`src/rtl/dataplane_axil_regs.sv`:
```
// rtl/dataplane_axil_regs.sv - AXI4-Lite responder for the dataplane control/status register file
// Optional feature macro: DATAPLANE_AXIL_SLVERR_EN (SLVERR + 0xDEADBEEF on unmapped accesses)
module dataplane_axil_regs #(
  parameter int          ADDR_WIDTH = 32,
  parameter logic [31:0] ID_VALUE   = 32'hD47A_0001
) (
  input  logic                  clk,
  input  logic                  rst,
  input  logic [ADDR_WIDTH-1:0] s_axi_awaddr,
  input  logic                  s_axi_awvalid,
  output logic                  s_axi_awready,
  input  logic [31:0]           s_axi_wdata,
  input  logic [3:0]            s_axi_wstrb,
  input  logic                  s_axi_wvalid,
  output logic                  s_axi_wready,
  output logic [1:0]            s_axi_bresp,
  output logic                  s_axi_bvalid,
  input  logic                  s_axi_bready,
  input  logic [ADDR_WIDTH-1:0] s_axi_araddr,
  input  logic                  s_axi_arvalid,
  output logic                  s_axi_arready,
  output logic [31:0]           s_axi_rdata,
  output logic [1:0]            s_axi_rresp,
  output logic                  s_axi_rvalid,
  input  logic                  s_axi_rready,
  output logic [31:0]           ctrl_o,
  input  logic [31:0]           status_i
);

  localparam int WA = ADDR_WIDTH - 2;
  localparam logic [WA-1:0] A_ID      = WA'(0);
  localparam logic [WA-1:0] A_CTRL    = WA'(1);
  localparam logic [WA-1:0] A_STATUS  = WA'(2);
  localparam logic [WA-1:0] A_WCOUNT  = WA'(3);
  localparam logic [WA-1:0] A_SCRATCH = {WA{1'b1}};
  localparam logic [1:0]    RESP_OKAY = 2'b00;

`ifdef DATAPLANE_AXIL_SLVERR_EN
  localparam logic [1:0]  UNMAPPED_RESP  = 2'b10;
  localparam logic [31:0] UNMAPPED_RDATA = 32'hDEAD_BEEF;
`else
  localparam logic [1:0]  UNMAPPED_RESP  = 2'b00;
  localparam logic [31:0] UNMAPPED_RDATA = 32'h0000_0000;
`endif

  typedef enum logic {W_IDLE, W_RESP} w_state_t;
  typedef enum logic {R_IDLE, R_DATA} r_state_t;

  w_state_t       w_state_q, w_state_d;
  r_state_t       r_state_q, r_state_d;
  logic           aw_have_q, aw_have_d;
  logic           w_have_q, w_have_d;
  logic [WA-1:0]  awaddr_q, awaddr_d;
  logic [31:0]    wdata_q, wdata_d;
  logic [3:0]     wstrb_q, wstrb_d;
  logic           awready_q, awready_d;
  logic           wready_q, wready_d;
  logic [1:0]     bresp_q, bresp_d;
  logic [31:0]    ctrl_q, ctrl_d;
  logic [31:0]    scratch_q, scratch_d;
  logic [31:0]    wcount_q, wcount_d;
  logic           arready_q, arready_d;
  logic [31:0]    rdata_q, rdata_d;
  logic [1:0]     rresp_q, rresp_d;

  logic          aw_hs, w_hs, ar_hs;
  logic [WA-1:0] ar_word;
  logic          unused_addr_lsbs;

  assign aw_hs   = s_axi_awvalid && awready_q;
  assign w_hs    = s_axi_wvalid && wready_q;
  assign ar_hs   = s_axi_arvalid && arready_q;
  assign ar_word = s_axi_araddr[ADDR_WIDTH-1:2];
  assign unused_addr_lsbs = ^{s_axi_awaddr[1:0], s_axi_araddr[1:0]};

  function automatic logic [31:0] merge_bytes(input logic [31:0] old_v, input logic [31:0] new_v,
                                              input logic [3:0] strb);
    logic [31:0] r;
    r = old_v;
    for (int i = 0; i < 4; i++) begin
      if (strb[i]) r[8*i +: 8] = new_v[8*i +: 8];
    end
    return r;
  endfunction

  // Write channel: AW and W are captured independently; commit happens one edge after both are held.
  always_comb begin
    w_state_d = w_state_q;
    aw_have_d = aw_have_q;
    w_have_d  = w_have_q;
    awaddr_d  = awaddr_q;
    wdata_d   = wdata_q;
    wstrb_d   = wstrb_q;
    awready_d = awready_q;
    wready_d  = wready_q;
    bresp_d   = bresp_q;
    ctrl_d    = ctrl_q;
    scratch_d = scratch_q;
    wcount_d  = wcount_q;
    case (w_state_q)
      W_IDLE: begin
        if (aw_have_q && w_have_q) begin
          w_state_d = W_RESP;
          aw_have_d = 1'b0;
          w_have_d  = 1'b0;
          awready_d = 1'b0;
          wready_d  = 1'b0;
          if (awaddr_q == A_CTRL) begin
            ctrl_d   = merge_bytes(ctrl_q, wdata_q, wstrb_q);
            wcount_d = wcount_q + 32'd1;
            bresp_d  = RESP_OKAY;
          end else if (awaddr_q == A_SCRATCH) begin
            scratch_d = merge_bytes(scratch_q, wdata_q, wstrb_q);
            wcount_d  = wcount_q + 32'd1;
            bresp_d   = RESP_OKAY;
          end else if (awaddr_q == A_ID || awaddr_q == A_STATUS || awaddr_q == A_WCOUNT) begin
            bresp_d = RESP_OKAY;
          end else begin
            bresp_d = UNMAPPED_RESP;
          end
        end else begin
          if (aw_hs) begin
            aw_have_d = 1'b1;
            awaddr_d  = s_axi_awaddr[ADDR_WIDTH-1:2];
            awready_d = 1'b0;
          end else if (!aw_have_q) begin
            awready_d = 1'b1;
          end
          if (w_hs) begin
            w_have_d = 1'b1;
            wdata_d  = s_axi_wdata;
            wstrb_d  = s_axi_wstrb;
            wready_d = 1'b0;
          end else if (!w_have_q) begin
            wready_d = 1'b1;
          end
        end
      end
      W_RESP: begin
        if (s_axi_bready) begin
          w_state_d = W_IDLE;
          awready_d = 1'b1;
          wready_d  = 1'b1;
        end
      end
      default: w_state_d = W_IDLE;
    endcase
  end

  // Read channel: data is sampled from the current (pre-commit) register values at the AR handshake.
  always_comb begin
    r_state_d = r_state_q;
    arready_d = arready_q;
    rdata_d   = rdata_q;
    rresp_d   = rresp_q;
    case (r_state_q)
      R_IDLE: begin
        if (ar_hs) begin
          r_state_d = R_DATA;
          arready_d = 1'b0;
          rresp_d   = RESP_OKAY;
          if (ar_word == A_ID)           rdata_d = ID_VALUE;
          else if (ar_word == A_CTRL)    rdata_d = ctrl_q;
          else if (ar_word == A_STATUS)  rdata_d = status_i;
          else if (ar_word == A_WCOUNT)  rdata_d = wcount_q;
          else if (ar_word == A_SCRATCH) rdata_d = scratch_q;
          else begin
            rdata_d = UNMAPPED_RDATA;
            rresp_d = UNMAPPED_RESP;
          end
        end else begin
          arready_d = 1'b1;
        end
      end
      R_DATA: begin
        if (s_axi_rready) begin
          r_state_d = R_IDLE;
          arready_d = 1'b1;
        end
      end
      default: r_state_d = R_IDLE;
    endcase
  end

  always_ff @(posedge clk or posedge rst) begin
    if (rst) begin
      w_state_q <= W_IDLE;
      r_state_q <= R_IDLE;
      aw_have_q <= 1'b0;
      w_have_q  <= 1'b0;
      awaddr_q  <= '0;
      wdata_q   <= '0;
      wstrb_q   <= '0;
      awready_q <= 1'b0;
      wready_q  <= 1'b0;
      bresp_q   <= 2'b00;
      ctrl_q    <= '0;
      scratch_q <= '0;
      wcount_q  <= '0;
      arready_q <= 1'b0;
      rdata_q   <= '0;
      rresp_q   <= 2'b00;
    end else begin
      w_state_q <= w_state_d;
      r_state_q <= r_state_d;
      aw_have_q <= aw_have_d;
      w_have_q  <= w_have_d;
      awaddr_q  <= awaddr_d;
      wdata_q   <= wdata_d;
      wstrb_q   <= wstrb_d;
      awready_q <= awready_d;
      wready_q  <= wready_d;
      bresp_q   <= bresp_d;
      ctrl_q    <= ctrl_d;
      scratch_q <= scratch_d;
      wcount_q  <= wcount_d;
      arready_q <= arready_d;
      rdata_q   <= rdata_d;
      rresp_q   <= rresp_d;
    end
  end

  assign s_axi_awready = awready_q;
  assign s_axi_wready  = wready_q;
  assign s_axi_bvalid  = (w_state_q == W_RESP);
  assign s_axi_bresp   = bresp_q;
  assign s_axi_arready = arready_q;
  assign s_axi_rvalid  = (r_state_q == R_DATA);
  assign s_axi_rdata   = rdata_q;
  assign s_axi_rresp   = rresp_q;
  assign ctrl_o        = ctrl_q;

endmodule

```
`config.mk`:
```
export PLATFORM = sky130hd
export DESIGN_NAME = dataplane_axil_regs
export DESIGN_NICKNAME = d
export VERILOG_FILES = /design/src/rtl/dataplane_axil_regs.sv
export SDC_FILE = /design/constraint.sdc
export NUM_CORES = 1
export LEC_CHECK = 0
export BUFFER_PORTS_ARGS = -buffer_cell sky130_fd_sc_hd__buf_2
export CORE_AREA = 2 2 133 135
export DETAILED_ROUTE_END_ITERATION = 8
export DIE_AREA = 0 0 135 137
export PLACE_DENSITY_LB_ADDON = 0.15
export SLEW_MARGIN = 10
export SYNTH_ARGS = -nofsm -noshare
export SYNTH_HDL_FRONTEND = slang
export SYNTH_SLANG_ARGS = --single-unit
```
`constraint.sdc`:
```
create_clock -name clk -period 7.9 [get_ports clk]
set_clock_uncertainty 0.2 [all_clocks]
set_input_delay 0.79 -clock clk [delete_from_list [all_inputs] [get_ports clk]]
set_output_delay 0.79 -clock clk [all_outputs]
set_load 0.02 [all_outputs]
```
==> qor.yml <==
total_power_mw: 3.030
timing.rr.end: "wcount_q[31]"
initial_utilization: 0.5270
r2r_cells: 6
cp.arrival_ps: 3010
power_frac_clock: 0.391
cp.depth: 6
intPower_mw: 2.241
min_period_over_period: 0.3578
path_class: "flip-flop to flip-flop"
rsz0062_at_grt: "false"
clkTransAtPathRegs_ps: 60
setup_ws_ps: 5073
grt_max_degree: 138
core_area_um2: 17060
num_rows: 48
synth_area_leader_cell: "dfrtp_1"
diodes: 0
io_pins: 212
die_h_um: 137
cts_resized: 0
max_cap_violations: 0
yosys-mux-area-fraction: 0.1753
synthXorXnorAreaFrac: 0.03021
post_drt_wl_per_cell_um: 18.21
avgSynthCellArea_um2: 11.72
crit_fanout: 32
tns_ps: 0
track_usage: 0.2405
final_net_count: 1096
final_cell_area_um2: 10970
ys.warnings.count: 0
netlist_instances: 767
status: "completed"
reg2reg_slack_ps: 5070
cp-startpoint: "awaddr_q[1]"
whs_ps: 271.5
dp_hpwl_mm: 14.98
setup_viol: 0
grt_pass1_vias: 6513
combPwrFrac: 0.156
power_density_nw_per_um2: 276.2
portBuffers: 203
power_switching_share: 0.2604
start_kind: "flip-flop"
max_stage_delay_ps: 730
seq_area_frac_synth: 0.5596
vias: 6681
grt_pass1_wl_mm: 34.78
root_buffer: "clkbuf_16"
clock_path_buffers: 3
maxSlewHeadroom: 0.3480
drtPass1Iterations: 5
critPathTopFamily: "simple AND/OR/NAND/NOR gates"
pwr-share-seq: 0.453
r2r-start: "awaddr_q[1]"
synth_compound_area_frac: 0.08338
wirelength_mm: 21.79
fmax_ghz: 0.3538
synthTopCellsByArea: "dfrtp_1, mux2_2, a21oi_1"
area_delta_synth_final_pct: 22.06
synth_adder_area_share: 0.001392
cts_setup_buffers: 0
drc: 0
maxSlewViolCount: 0
crit_chain: "or4b_1 > nor3_2 > nand4_2 > a21oi_4 > nand4_1 > xnor2_1"
critPathCapture: "wcount_q[31]"
syn_area_um2: 8989
dieArea_um2: 18500
critPathBufInv: 0
synth_top_family_by_area: "multiplexers"
drive_above_1_share: 0.3632
drt-initial-drc-count: 425
hold_violations: 0
tightest_slew_ps: 976.8
ir_drop_mv: 0.2798
via_per_inst: 5.581
switchingPower_mw: 0.7889
leakagePower_nw: 5.434
ant_nets: 0
min_path_type: "flip-flop to flip-flop"
place_area_um2: 10120
clock-sinks: 201
synth-simple-area-share: 0.1211
gp_congestion: 0.8395
fin_crit_ps: 2827
clk_latency_ps: 520
h-tree-depth: 1
place_ws_ps: 4578
cts_buffers: 22
yosysUniqueCellTypes: 38
synth-seq-cells: 201
antenna_found_initial: 0
slowest_stage: "a21oi_4"
die_x_um: 135
cts_tree: "yes"
cp_data_required_time_ps: 8080
hold_buffers: 0
netlist.area_leader.share: 0.5596
grt_overflow: 0
critical_path.endpoint_type: "flip-flop"
==> area by class of cell <==
type	count	area, um^2
fill	1388	6085
sequential	201	5030
multi-input combinational	516	3717
timing repair buffer	210	1069
clock buffer	26	585.6
tap	225	281.5
clock inverter	14	262.8
inverter	5	26.28
==> power groups by stage <==
stage | Clock (mW) | Combinational (mW) | Sequential (mW)
6_report | 1.19 | 0.473 | 1.37
5_1_grt | 1.25 | 0.524 | 1.40
4_1_cts | 1.21 | 0.481 | 1.37
3_5_place_dp | 0 | 0.478 | 1.39
3_3_place_gp | 0 | 0.465 | 1.38
2_1_floorplan | 0 | 0.361 | 1.35
==> layout by cell type (no fill, tap or decap), types with 2 or more instances in the layout <==
cell type  synthesis  routed
inv_1              5       4
mux2_1            32      32
and3_1            11      11
dfrtp_1          201     201
and2_1             8       8
nand2_1           49      49
mux2i_1           10      10
nor4_1            15      15
and4_1             8       8
clkbuf_8           0       2
nand2b_1           2       2
nor2_1            40      40
o21ai_0            3       3
o21ai_1           10      10
mux2_2            99      99
clkbuf_1          30       2
bufinv_16          0       7
buf_4              8       7
nand4_1           31      31
nand3_1           15      14
conb_1             1       4
clkbuf_16          0      22
xnor2_1           30      30
buf_2              5     203
nor3_1            23      23
o21a_1             3       3
clkinv_2           0       4
o31ai_1           22      22
a211oi_1          10      10
a21oi_1           81      81
==> cells by family after synthesis <==
| logic type | Yosys count |
|---|---|
| other | 1 |
| xor gates and xnor gates | 31 |
| muxes | 141 |
| AOI/OAI and AO/OA | 130 |
| DFF | 201 |
| and+or+nand+nor | 209 |
| adders and majority gates | 1 |
| buffers and inverters | 53 |
==> layer usage <==
layer  global-route usage  wire length [um]  vias to the layer above
li1                     -                 -                     3166
met1               0.3315              9431                     3251
met3              0.04667              1434                       47
met4              0.08796               685                        0
met2               0.3824             10240                      217
met5                    0                 0                        -
==> worst min path at each step <==
stage	startpoint	to	cells after the start
finish	s_axi_rdata[9]	s_axi_rdata[9]	2
global route	s_axi_awaddr[20]	awaddr_q[18]	2
CTS	wcount_q[31]	wcount_q[31]	1
detailed placement	s_axi_rdata[9]	s_axi_rdata[9]	2
global placement	s_axi_rdata[11]	s_axi_rdata[11]	2
floorplan	wcount_q[31]	wcount_q[31]	1
==> state kept, by name, indices dropped and copies added (netlist names) <==
register,cells
aw_have_q,1
awaddr_q,30
ctrl_o,32
s_axi_arready,1
s_axi_awready,1
s_axi_bvalid,1
s_axi_rdata,32
s_axi_rvalid,1
s_axi_wready,1
scratch_q,32
w_have_q,1
wcount_q,32
wdata_q,32
wstrb_q,4
==> worst min-delay path: cells and delay by family (launching register included) <==
family             cells  cell delay [ps]
DFF                    1              340
AOI/OAI and AO/OA      1               50
and+or+nand+nor        1               50
==> through the flow <==
stage,util,cells
2_1_floorplan,-,770
4_1_cts,0.6433,1197
3_5_place_dp,0.5935,1157
5_1_grt,0.6433,1197
3_3_place_gp,0.5935,1157
6_report,0.6433,1197
==> Yosys cell counts (all sizes together) <==
library cell,instances
a21oi,82
nand2b,2
buf,18
mux2i,10
nor2,40
clkbuf,30
a211oi,10
nor4,16
o31ai,22
and4,8
nand3b,1
conb,1
xnor2,30
or4,1
and2,8
nor3,24
mux2,131
ha,1
xor2,1
or4b,1
and3,11
inv,5
dfrtp,201
o21a,3
nand3,15
or2,1
nand2,49
o21ai,13
nand4,32
No activity file was read; power rests on OpenSTA's default activity.
